### src/rtl/stack_ctrl.sv
// Push/pop sequencer between the control unit, stack memory and the SP register.
// Optional bounds checking is enabled by defining STACK_BOUNDS_CHECK_EN.
module stack_ctrl #(
    parameter int                DATA_W      = 16,
    parameter int                ADDR_W      = 16,
    parameter logic [ADDR_W-1:0] STACK_TOP   = 16'hFFFF,
    parameter logic [ADDR_W-1:0] STACK_LIMIT = 16'hF000
) (
    input  logic              clk,
    input  logic              reset,
    input  logic              push_req,
    input  logic              pop_req,
    input  logic [DATA_W-1:0] push_data,
    input  logic [ADDR_W-1:0] sp_in,
    output logic              sp_push,
    output logic              sp_pop,
    output logic [ADDR_W-1:0] sp_new_val,
    output logic [ADDR_W-1:0] mem_addr,
    output logic [DATA_W-1:0] mem_wdata,
    output logic              mem_we,
    output logic              mem_re,
    input  logic [DATA_W-1:0] mem_rdata,
    input  logic              mem_ready,
    output logic [DATA_W-1:0] pop_data,
    output logic              busy,
    output logic              done,
    output logic              err
);

    typedef enum logic [2:0] {
        IDLE,
        PUSH_WR,
        POP_RD,
        SP_UPD
`ifdef STACK_BOUNDS_CHECK_EN
        , ERR
`endif
    } state_t;

    // A limit above the top leaves no legal push address at all.
    if (STACK_LIMIT > STACK_TOP) begin : g_bad_cfg
        $error("stack_ctrl: STACK_LIMIT must not exceed STACK_TOP");
    end

    state_t            state, state_n;
    logic [ADDR_W-1:0] sp_q, sp_q_n;
    logic [ADDR_W-1:0] sp_new_val_n, mem_addr_n;
    logic [DATA_W-1:0] mem_wdata_n, pop_data_n;
    logic              sp_push_n, sp_pop_n, mem_we_n, mem_re_n, busy_n, done_n;
    logic              err_n;

    // Outputs are registered copies of the values the next state needs.
    always_comb begin
        state_n      = state;
        sp_q_n       = sp_q;
        sp_new_val_n = sp_new_val;
        mem_addr_n   = mem_addr;
        mem_wdata_n  = mem_wdata;
        pop_data_n   = pop_data;
        sp_push_n    = 1'b0;
        sp_pop_n     = 1'b0;
        mem_we_n     = 1'b0;
        mem_re_n     = 1'b0;
        done_n       = 1'b0;
        err_n        = 1'b0;

        case (state)
            IDLE: begin
                if (push_req) begin
                    sp_q_n = sp_in;
`ifdef STACK_BOUNDS_CHECK_EN
                    if (sp_in < STACK_LIMIT) begin
                        state_n = ERR;
                        err_n   = 1'b1;
                        done_n  = 1'b1;
                    end else
`endif
                    begin
                        state_n     = PUSH_WR;
                        mem_we_n    = 1'b1;
                        mem_addr_n  = sp_in;
                        mem_wdata_n = push_data;
                    end
                end else if (pop_req) begin
                    sp_q_n = sp_in;
`ifdef STACK_BOUNDS_CHECK_EN
                    if (sp_in == STACK_TOP) begin
                        state_n = ERR;
                        err_n   = 1'b1;
                        done_n  = 1'b1;
                    end else
`endif
                    begin
                        state_n    = POP_RD;
                        mem_re_n   = 1'b1;
                        mem_addr_n = sp_in + 1'b1;
                    end
                end
            end
            PUSH_WR: begin
                if (mem_ready) begin
                    state_n      = SP_UPD;
                    sp_push_n    = 1'b1;
                    done_n       = 1'b1;
                    sp_new_val_n = sp_q - 1'b1;
                end else begin
                    mem_we_n = 1'b1;
                end
            end
            POP_RD: begin
                if (mem_ready) begin
                    state_n      = SP_UPD;
                    sp_pop_n     = 1'b1;
                    done_n       = 1'b1;
                    sp_new_val_n = sp_q + 1'b1;
                    pop_data_n   = mem_rdata;
                end else begin
                    mem_re_n = 1'b1;
                end
            end
            SP_UPD:  state_n = IDLE;
`ifdef STACK_BOUNDS_CHECK_EN
            ERR:     state_n = IDLE;
`endif
            default: state_n = IDLE;
        endcase

        busy_n = (state_n != IDLE);
    end

    always_ff @(posedge clk) begin
        if (reset) begin
            state      <= IDLE;
            sp_q       <= '0;
            sp_new_val <= '0;
            mem_addr   <= '0;
            mem_wdata  <= '0;
            pop_data   <= '0;
            sp_push    <= 1'b0;
            sp_pop     <= 1'b0;
            mem_we     <= 1'b0;
            mem_re     <= 1'b0;
            busy       <= 1'b0;
            done       <= 1'b0;
        end else begin
            state      <= state_n;
            sp_q       <= sp_q_n;
            sp_new_val <= sp_new_val_n;
            mem_addr   <= mem_addr_n;
            mem_wdata  <= mem_wdata_n;
            pop_data   <= pop_data_n;
            sp_push    <= sp_push_n;
            sp_pop     <= sp_pop_n;
            mem_we     <= mem_we_n;
            mem_re     <= mem_re_n;
            busy       <= busy_n;
            done       <= done_n;
        end
    end

`ifdef STACK_BOUNDS_CHECK_EN
    always_ff @(posedge clk) begin
        if (reset) err <= 1'b0;
        else       err <= err_n;
    end
`else
    logic err_unused;
    assign err_unused = err_n;
    assign err        = 1'b0;
`endif

endmodule

### config.mk
export PLATFORM = sky130hd
export DESIGN_NAME = stack_ctrl
export DESIGN_NICKNAME = d
export VERILOG_FILES = /design/src/rtl/stack_ctrl.sv
export SDC_FILE = /design/constraint.sdc
export NUM_CORES = 1
export LEC_CHECK = 0
export BUFFER_PORTS_ARGS = -buffer_cell sky130_fd_sc_hd__buf_4
export CORE_UTILIZATION = 35
export CTS_CLUSTER_DIAMETER = 200
export CTS_CLUSTER_SIZE = 24
export DETAILED_ROUTE_END_ITERATION = 12
export PLACE_DENSITY_LB_ADDON = 0.3
export SYNTH_ARGS = -nofsm -noshare
export SYNTH_HDL_FRONTEND = slang
export SYNTH_SLANG_ARGS = --single-unit
### constraint.sdc
create_clock -name clk -period 3.05 [get_ports clk]
set_clock_uncertainty 0.05 [all_clocks]
set_input_delay 0.61 -clock clk [delete_from_list [all_inputs] [get_ports clk]]
set_output_delay 0.61 -clock clk [all_outputs]
set_load 0.02 [all_outputs]
==> results of run 1 <==
## per-stage QoR
stage	worst slack, ps	cell area (µm²)
after detailed placement	334	5230
after CTS	317	5540
after global routing	115	5540
final	337	5540
after floorplan	384	4200
after global placement	394	5230
## how the worst max path moves through the flow
stage	endpoint	slack (ps)	cells after the start
global placement	sp_new_val[13]	390	8
floorplan	sp_new_val[13]	380	10
CTS	sp_new_val[13]	320	8
detailed placement	sp_new_val[13]	330	8
finish	sp_new_val[13]	340	8
global route	sp_new_val[15]	110	9
## cells in the final DEF (no fill, tap or decap), types with 6 or more instances in the layout
cell type and n:
a211oi_1 20, a21o_1 7, a21oi_1 61, buf_4 134, clkbuf_16 9, dfxtp_1 89
ha_1 15, nand2_1 117, nand3_1 14, nand4_1 6, nor2_1 31, nor2b_1 6
nor3_1 9, o21a_1 7, o21ai_0 11, o31ai_1 6, xor2_1 15
## state kept, by name, indices dropped and copies added, names as in the netlist, 3 cells and up
register / flops
mem_addr: 16
sp_new_val: 16
state: 3
pop_data: 16
sp_q: 16
mem_wdata: 16
## worst max-delay path: cells and delay by family, from the launching register on
family          cells  cell delay, ps
simple gates        4            1150
flops               1             310
compound gates      3             580
fa+ha+maj           1             510
## metal layers
layer | wire [µm] | track usage (%)
met1 | 5510 | 24.8
met2 | 5060 | 28.0
met3 | 504 | 3.70
met4 | 136 | 5.14
met5 | 0 | 0
## power by group
part | switching [mW] | internal [mW]
sequential | 0.0377 | 1.23
combinational | 0.357 | 0.276
clock | 0.480 | 0.685
## final cells by class
class / instances / area (µm²)
Timing Repair Buffer: 134 / 1010
Clock inverter: 5 / 61.3
Multi-Input combinational cell: 385 / 2240
Fill cell: 1122 / 6030
Tap cell: 143 / 179
Sequential cell: 89 / 1780
Inverter: 6 / 22.5
Clock buffer: 11 / 253
## logic make-up after synthesis
group	count (synthesis)	share of synthesized area (%)
AOI/OAI and AO/OA	139	21.3
xor gates and xnor gates	20	4.18
adders and majority gates	16	4.95
buffers and inverters	39	4.30
DFF	89	42.5
muxes	3	0.716
other	1	0.0894
and+or+nand+nor	205	22.0
==> results_dict.tcl, run 1 <==
set metrics [dict create \
    die_w_um 111 \
    ir_drop_v 0.000225 \
    rsz0062_at_grt "no" \
    yosysUniqueCellTypes 56 \
    clk_latency_ps 340 \
    gp_congestion 0.823 \
    cts_tree "built" \
    crit_chain "nor2_1 > nand2_1 > ha_1 > and2_4 > a221oi_2 > a21oi_1 > or4_1 > a32o_1" \
    critical_path.max_stage_delay_ps 510 \
    critPathSlowestCell "ha_1" \
    fin_hold_ws_ps 406 \
    grt_max_degree 48 \
    rows 39 \
    via_count 3964 \
    crit_type "reg2reg" \
    ys_async_sr_fraction_pct 0 \
    min_period_ps 2710 \
    hp-start "pop_data[0]" \
    syn_inst 512 \
    post_cts_resized 0 \
    worst-slew-pin-transition_ps 665 \
    timing.rr.end "sp_new_val[13]" \
    n_antenna_cell 0 \
    synthMostInstantiatedCell "nand2_1" \
    violations "design-rule violations" \
    dp.cells 757 \
    cp.arrival_ps 2890 \
    synth_top_area_share_pct 42.5 \
    grt_pass1_vias 3577 \
    ys_seq_area_share_pct 42.5 \
    maxSlewViolCount 0 \
    hold_violations 0 \
    design_power_total_mw 3.06 \
    crit_required_ps 3230 \
    end_kind "register" \
    post-route-util_pct 47.9 \
    synth-main-ff-cell "dfxtp_1" \
    min_to "pop_data[0]" \
    core_mm2 0.0116 \
    fmax_mhz 369 \
    start_kind "register" \
    antenna_left 0 \
    syn_area_mm2 0.00419 \
    dp_hpwl_um 8180 \
    fin_cells 773 \
    syn_avg_cell_area_um2 8.19 \
    drt_iter0_markers 162 \
    drc_errors 4 \
    drive_gt1_share_pct 24.9 \
    final_net_count 694 \
    clk_pin_slew_ps 70 \
    antenna_found_initial 0 \
    yosys-top-cells-count "nand2_1, dfxtp_1, a21oi_1" \
    ys.warnings.count 0 \
    io_buffers 122 \
    synth_area_leaders "dfxtp_1, nand2_1, a21oi_1" \
    regToRegSetupSlack_ps 340 \
    vias_per_cell 5.13 \
    syn_to_final_growth_pct 32.1 \
    hold-path-cell-count 2 \
    finalSetupViolations 0 \
    drt_first_pass_iters 10 \
    grt_usage_pct 17.9 \
    die_area_mm2 0.0124 \
    post_cts_buffers 0 \
    crit_fanout 12 \
    cts_root_buffer "clkbuf_16" \
    finalWirelength_um 11200 \
    hp-class "reg2reg" \
    numCtsBuffers 9 \
    overflow 0 \
    fin_crit_sh_pct 88.9 \
    grt_pass1_wl_um 18000 \
    clockBufferDepth 2 \
    cts_sinks 89 \
    cts_hold_buf 0 \
    crit_start "state[2]" \
    p_per_area_mw_per_mm2 552 \
    status "finished with violations" \
    synth-edff-count 0 \
    wl_per_cell_um 14.5 \
    yosys_register_bits 89 \
    reg2reg_depth 8 \
    initial_core_util_pct 36.3 \
    netlist.top_cell.by_area "dfxtp_1" \
    maxCapViolCount 0 \
    htreeDepth 3 \
    relSlewSlack_pct 55.5 \
    tns_ps 0 \
    die_y_um 111 \
    rr_startpoint "state[2]" \
    leakagePower_nw 2.34 \
    io_pins 124 \
]
Power figures use the tool's default switching activity.
==> inputs of run 2 (changes only) <==
- CORE_ASPECT_RATIO: default -> 2
- GPL_ROUTABILITY_DRIVEN: default -> 0
==> run 2 against run 1 <==
Compared with the run above:
- the run now ends clean
- utilization decreased by 0.56 points
- flip-flop and latch count unchanged
- global-route usage increased by 0.95 points
- power decreased by 2.6%
- combinational power increased by 0.9%
- final cell count increased by 0.39%
- hold slack improved by 1.9 ps
- register-to-register slack got worse by 90 ps
- die area increased by 0.22%
- clock-buffer cell count decreased by 2
- setup slack got worse by 93 ps
- routed wire length increased by 2.4%
- largest power group unchanged
==> results_dict.tcl, run 2 (synthesis results as in run 1) <==
set metrics [dict create \
    status "completed" \
    htreeDepth 3 \
    drt_iter0_markers 191 \
    clk_latency_ps 340 \
    dp_hpwl_um 8830 \
    fmax_mhz 356 \
    dpl_cell_area_mm2 0.00524 \
    finalWirelength_um 11500 \
    grt_pass1_vias 3878 \
    final_net_count 695 \
    via_count 4065 \
    p_per_area_mw_per_mm2 538 \
    rsz0062_at_grt "no" \
    critical_path.max_stage_delay_ps 420 \
    drc_errors 0 \
    clockBufferDepth 2 \
    most-common-layout-cells "buf_4, nand2_1, dfxtp_1" \
    clk_pin_slew_ps 70 \
    fin_area_mm2 0.00554 \
    crit_type "reg2reg" \
    fin_cells 776 \
    io_buffers 122 \
    start_kind "register" \
    cp_top_family "simple AND/OR/NAND/NOR gates" \
    tns_ps 0 \
    crit_chain "nor2_1 > nand2_1 > buf_4 > ha_1 > and4_2 > nand4_1 > nor2b_1 > or4_1 > a32o_1" \
    die_area_mm2 0.0125 \
    maxCapViolCount 0 \
    cts_sinks 89 \
    antenna_found_initial 0 \
    post-route-util_pct 47.3 \
    wl_per_cell_um 14.8 \
    overflow 0 \
    fill_cells 1151 \
    antenna_left 0 \
    maxSlewViolCount 0 \
    n_antenna_cell 0 \
    numCtsBuffers 9 \
    hp-class "reg2reg" \
    critPathSlowestCell "or4_1" \
    relSlewSlack_pct 55.9 \
    initial_core_util_pct 35.8 \
    drive_gt1_share_pct 25.2 \
    grt_usage_pct 18.8 \
    die_w_um 79.4 \
    die_y_um 157 \
    hold_violations 0 \
    cp_num_buf_inv 1 \
    leakagePower_nw 2.33 \
    worst-slew-pin-transition_ps 659 \
    crit_required_ps 3230 \
    vias_per_cell 5.24 \
    cts_hold_buf 0 \
    cp.arrival_ps 2990 \
    cts_tree "built" \
    syn_to_final_growth_pct 32.1 \
    core_mm2 0.0117 \
    crit_cells 9 \
    min_period_ps 2810 \
    fin_hold_ws_ps 408 \
    reg2reg_depth 9 \
    post_cts_buffers 0 \
    end_kind "register" \
    post_cts_resized 0 \
    grt_pass1_wl_um 18300 \
    finalSetupViolations 0 \
    grt_max_degree 52 \
    crit_fanout 12 \
    ir_drop_v 0.000335 \
    io_pins 124 \
    drt_first_pass_iters 4 \
    final_common_cell "buf_4" \
    hold-path-cell-count 2 \
    dp.cells 760 \
    fin_crit_sh_pct 92.0 \
    cts_root_buffer "clkbuf_16" \
    rows 56 \
]
## run 2: cell count changes in the layout (fill, tap and decap cells not counted)
cell | previous run | this run
clkbuf_8 | 2 | 0
clkinv_4 | 2 | 4
inv_8 | 0 | 2
buf_4 | 134 | 135
bufinv_16 | 1 | 0
clkinv_2 | 1 | 0
clkinv_8 | 0 | 1
inv_6 | 1 | 0
nor3_1 | 9 | 8
nor3_2 | 1 | 2
## run 2: worst paths after layout
path,end,start,slack (ps)
min,pop_data[13],pop_data[13],410
min reg2reg,pop_data[13],pop_data[13],410
max,sp_new_val[13],state[2],240
max reg2reg,sp_new_val[13],state[2],240
## run 2: metrics by stage
stage | setup WS [ps] | total power [mW]
finish | 244 | 2.98
global route | 138 | 3.12
CTS | 268 | 3.02
detailed placement | 268 | 1.92
global placement | 384 | 1.91
floorplan | 384 | 1.69
## run 2: final cells by class
class / instances / area [µm²] / share of cell area, %
clock buffers: 9 / 225 / 4.07
clock inverters: 7 / 73.8 / 1.33
inverters: 6 / 22.5 / 0.407
multi-input cells: 385 / 2240 / 40.5
flip-flops and latches: 89 / 1780 / 32.2
well taps: 145 / 181 / 3.28
repair buffers: 135 / 1010 / 18.3
## run 2: routing by layer
layer	track usage, %	vias to the layer above	part of all wire (%)
met5	0	-	0
met4	10.0	0	4.0
met3	4.08	35	5.4
met2	35.2	143	54
met1	18.8	1854	37
li1	-	2033	-
## run 2: power breakdown
part / internal, mW / leakage, nW / switching, mW
logic: 0.275 / 1.46 / 0.364
clock network: 0.576 / 0.146 / 0.503
registers: 1.22 / 0.726 / 0.0378
total: 2.08 / 2.33 / 0.904
## run 2: worst reg2reg max path, delay by kind of cell, from the launching register on
family                     cells  cell delay (ps)
adders and majority gates      1              390
buffers and inverters          1              270
and+or+nand+nor                6             1430
AOI/OAI and AO/OA              1              260
DFF                            1              310
==> inputs of run 3 (changes only) <==
- CTS_BUF_LIST: default -> sky130_fd_sc_hd__clkbuf_8
==> run 3 against run 2 <==
Compared with the run above:
- routed wire length decreased by 0.26%
- clock power is 27% lower
- clock-buffer cell count did not move
- register-to-register slack got worse by 30 ps
- non-clock buffer count did not move
- sequential power about the same
- final cell count is the same
- utilization fell by 0.87 points
- first-iteration DRC count decreased by 25%
- die area unchanged
- combinational power barely moved
- fmax is 1.1% lower
- critical endpoint unchanged
- largest power group unchanged
==> results_dict.tcl, run 3 (synthesis results as in run 1) <==
set metrics [dict create \
    fin_crit_sh_pct 93.0 \
    final_common_cell "buf_4" \
    final_net_count 695 \
    cts_sinks 89 \
    rows 56 \
    crit_fanout 12 \
    relSlewSlack_pct 55.7 \
    drive_gt1_share_pct 25.2 \
    crit_required_ps 3260 \
    dp_hpwl_um 8830 \
    drc_errors 0 \
    numCtsBuffers 9 \
    status "completed" \
    min_period_ps 2840 \
    maxCapViolCount 0 \
    dpl_cell_area_mm2 0.00524 \
    post_cts_buffers 0 \
    hold_violations 0 \
    cp_num_buf_inv 1 \
    io_pins 124 \
    leakagePower_nw 2.29 \
    fin_hold_ws_ps 412 \
    p_per_area_mw_per_mm2 495 \
    grt_usage_pct 18.7 \
    dp.cells 760 \
    maxSlewViolCount 0 \
    tns_ps 0 \
    grt_max_degree 52 \
    wl_per_cell_um 14.8 \
    clockBufferDepth 2 \
    start_kind "register" \
    finalWirelength_um 11500 \
    crit_chain "nor2_1 > nand2_1 > buf_4 > ha_1 > and4_2 > nand4_1 > nor2b_1 > or4_1 > a32o_1" \
    clk_latency_ps 370 \
    fin_area_mm2 0.00544 \
    cts_hold_buf 0 \
    die_w_um 79.4 \
    cp_top_family "simple AND/OR/NAND/NOR gates" \
    worst-slew-pin-transition_ps 663 \
    fmax_mhz 353 \
    grt_pass1_wl_um 18200 \
    vias_per_cell 5.24 \
    ir_drop_v 0.000279 \
    io_buffers 122 \
    post-route-util_pct 46.5 \
    drt_first_pass_iters 4 \
    setup_slack_ps 213 \
    end_kind "register" \
    rsz0062_at_grt "no" \
    initial_core_util_pct 35.8 \
    critPathSlowestCell "or4_1" \
    pre_cts_ws_ps 268 \
    post_cts_resized 0 \
    cts_tree "built" \
    grt_pass1_vias 3900 \
    fin_cells 776 \
    design_power_total_mw 2.69 \
    drt_iter0_markers 144 \
    via_count 4065 \
    syn_to_final_growth_pct 29.7 \
    most-common-layout-cells "buf_4, nand2_1, dfxtp_1" \
    core_mm2 0.0117 \
    crit_type "reg2reg" \
    overflow 0 \
    htreeDepth 3 \
    hp-class "reg2reg" \
    finalSetupViolations 0 \
    clk_pin_slew_ps 90 \
    critical_path.max_stage_delay_ps 420 \
    n_antenna_cell 0 \
    die_y_um 157 \
    antenna_left 0 \
    antenna_found_initial 0 \
    cts_root_buffer "clkbuf_8" \
    cp.arrival_ps 3050 \
    die_area_mm2 0.0125 \
]
## run 3: cell count changes in the layout (fill, tap and decap cells not counted)
cell,before,now
clkbuf_16,9,0
clkbuf_8,0,9
## run 3: routing by layer
metal | vias to the layer above | routed length (µm) | track usage (%)
li1 | 2031 | - | -
met1 | 1854 | 4150 | 18.4
met2 | 149 | 6210 | 35.2
met3 | 31 | 682 | 4.43
met4 | 0 | 400 | 9.78
met5 | - | 0 | 0
## run 3: path summary, 6_finish.rpt
kind	from	end	slack (ps)	cells past startpoint
worst max register to register	state[2]	sp_new_val[13]	210	9
worst min-delay path	pop_data[13]	pop_data[13]	410	2
worst max-delay path	state[2]	sp_new_val[13]	210	9
worst min register to register	pop_data[13]	pop_data[13]	410	2
## run 3: where the power goes
group          total [mW]  leakage, nW  switching (mW)  internal (mW)
sequential           1.26        0.726          0.0376           1.22
combinational       0.639         1.46           0.364          0.275
clock               0.789        0.100           0.469          0.320
## run 3: layout make-up
class	count	area, µm²
clock buffer	9	124
inverter	6	22.5
multi-input combinational	385	2240
sequential	89	1780
tap	145	181
clock inverter	7	73.8
fill	1165	6260
timing repair buffer	135	1010
## run 3: worst register-to-register path, stage by stage (launching register included)
cell and delay [ps]:
dfxtp_1 320, nor2_1 150, nand2_1 320, buf_4 280, ha_1 410, and4_2 340
nand4_1 120, nor2b_1 80, or4_1 420, a32o_1 260
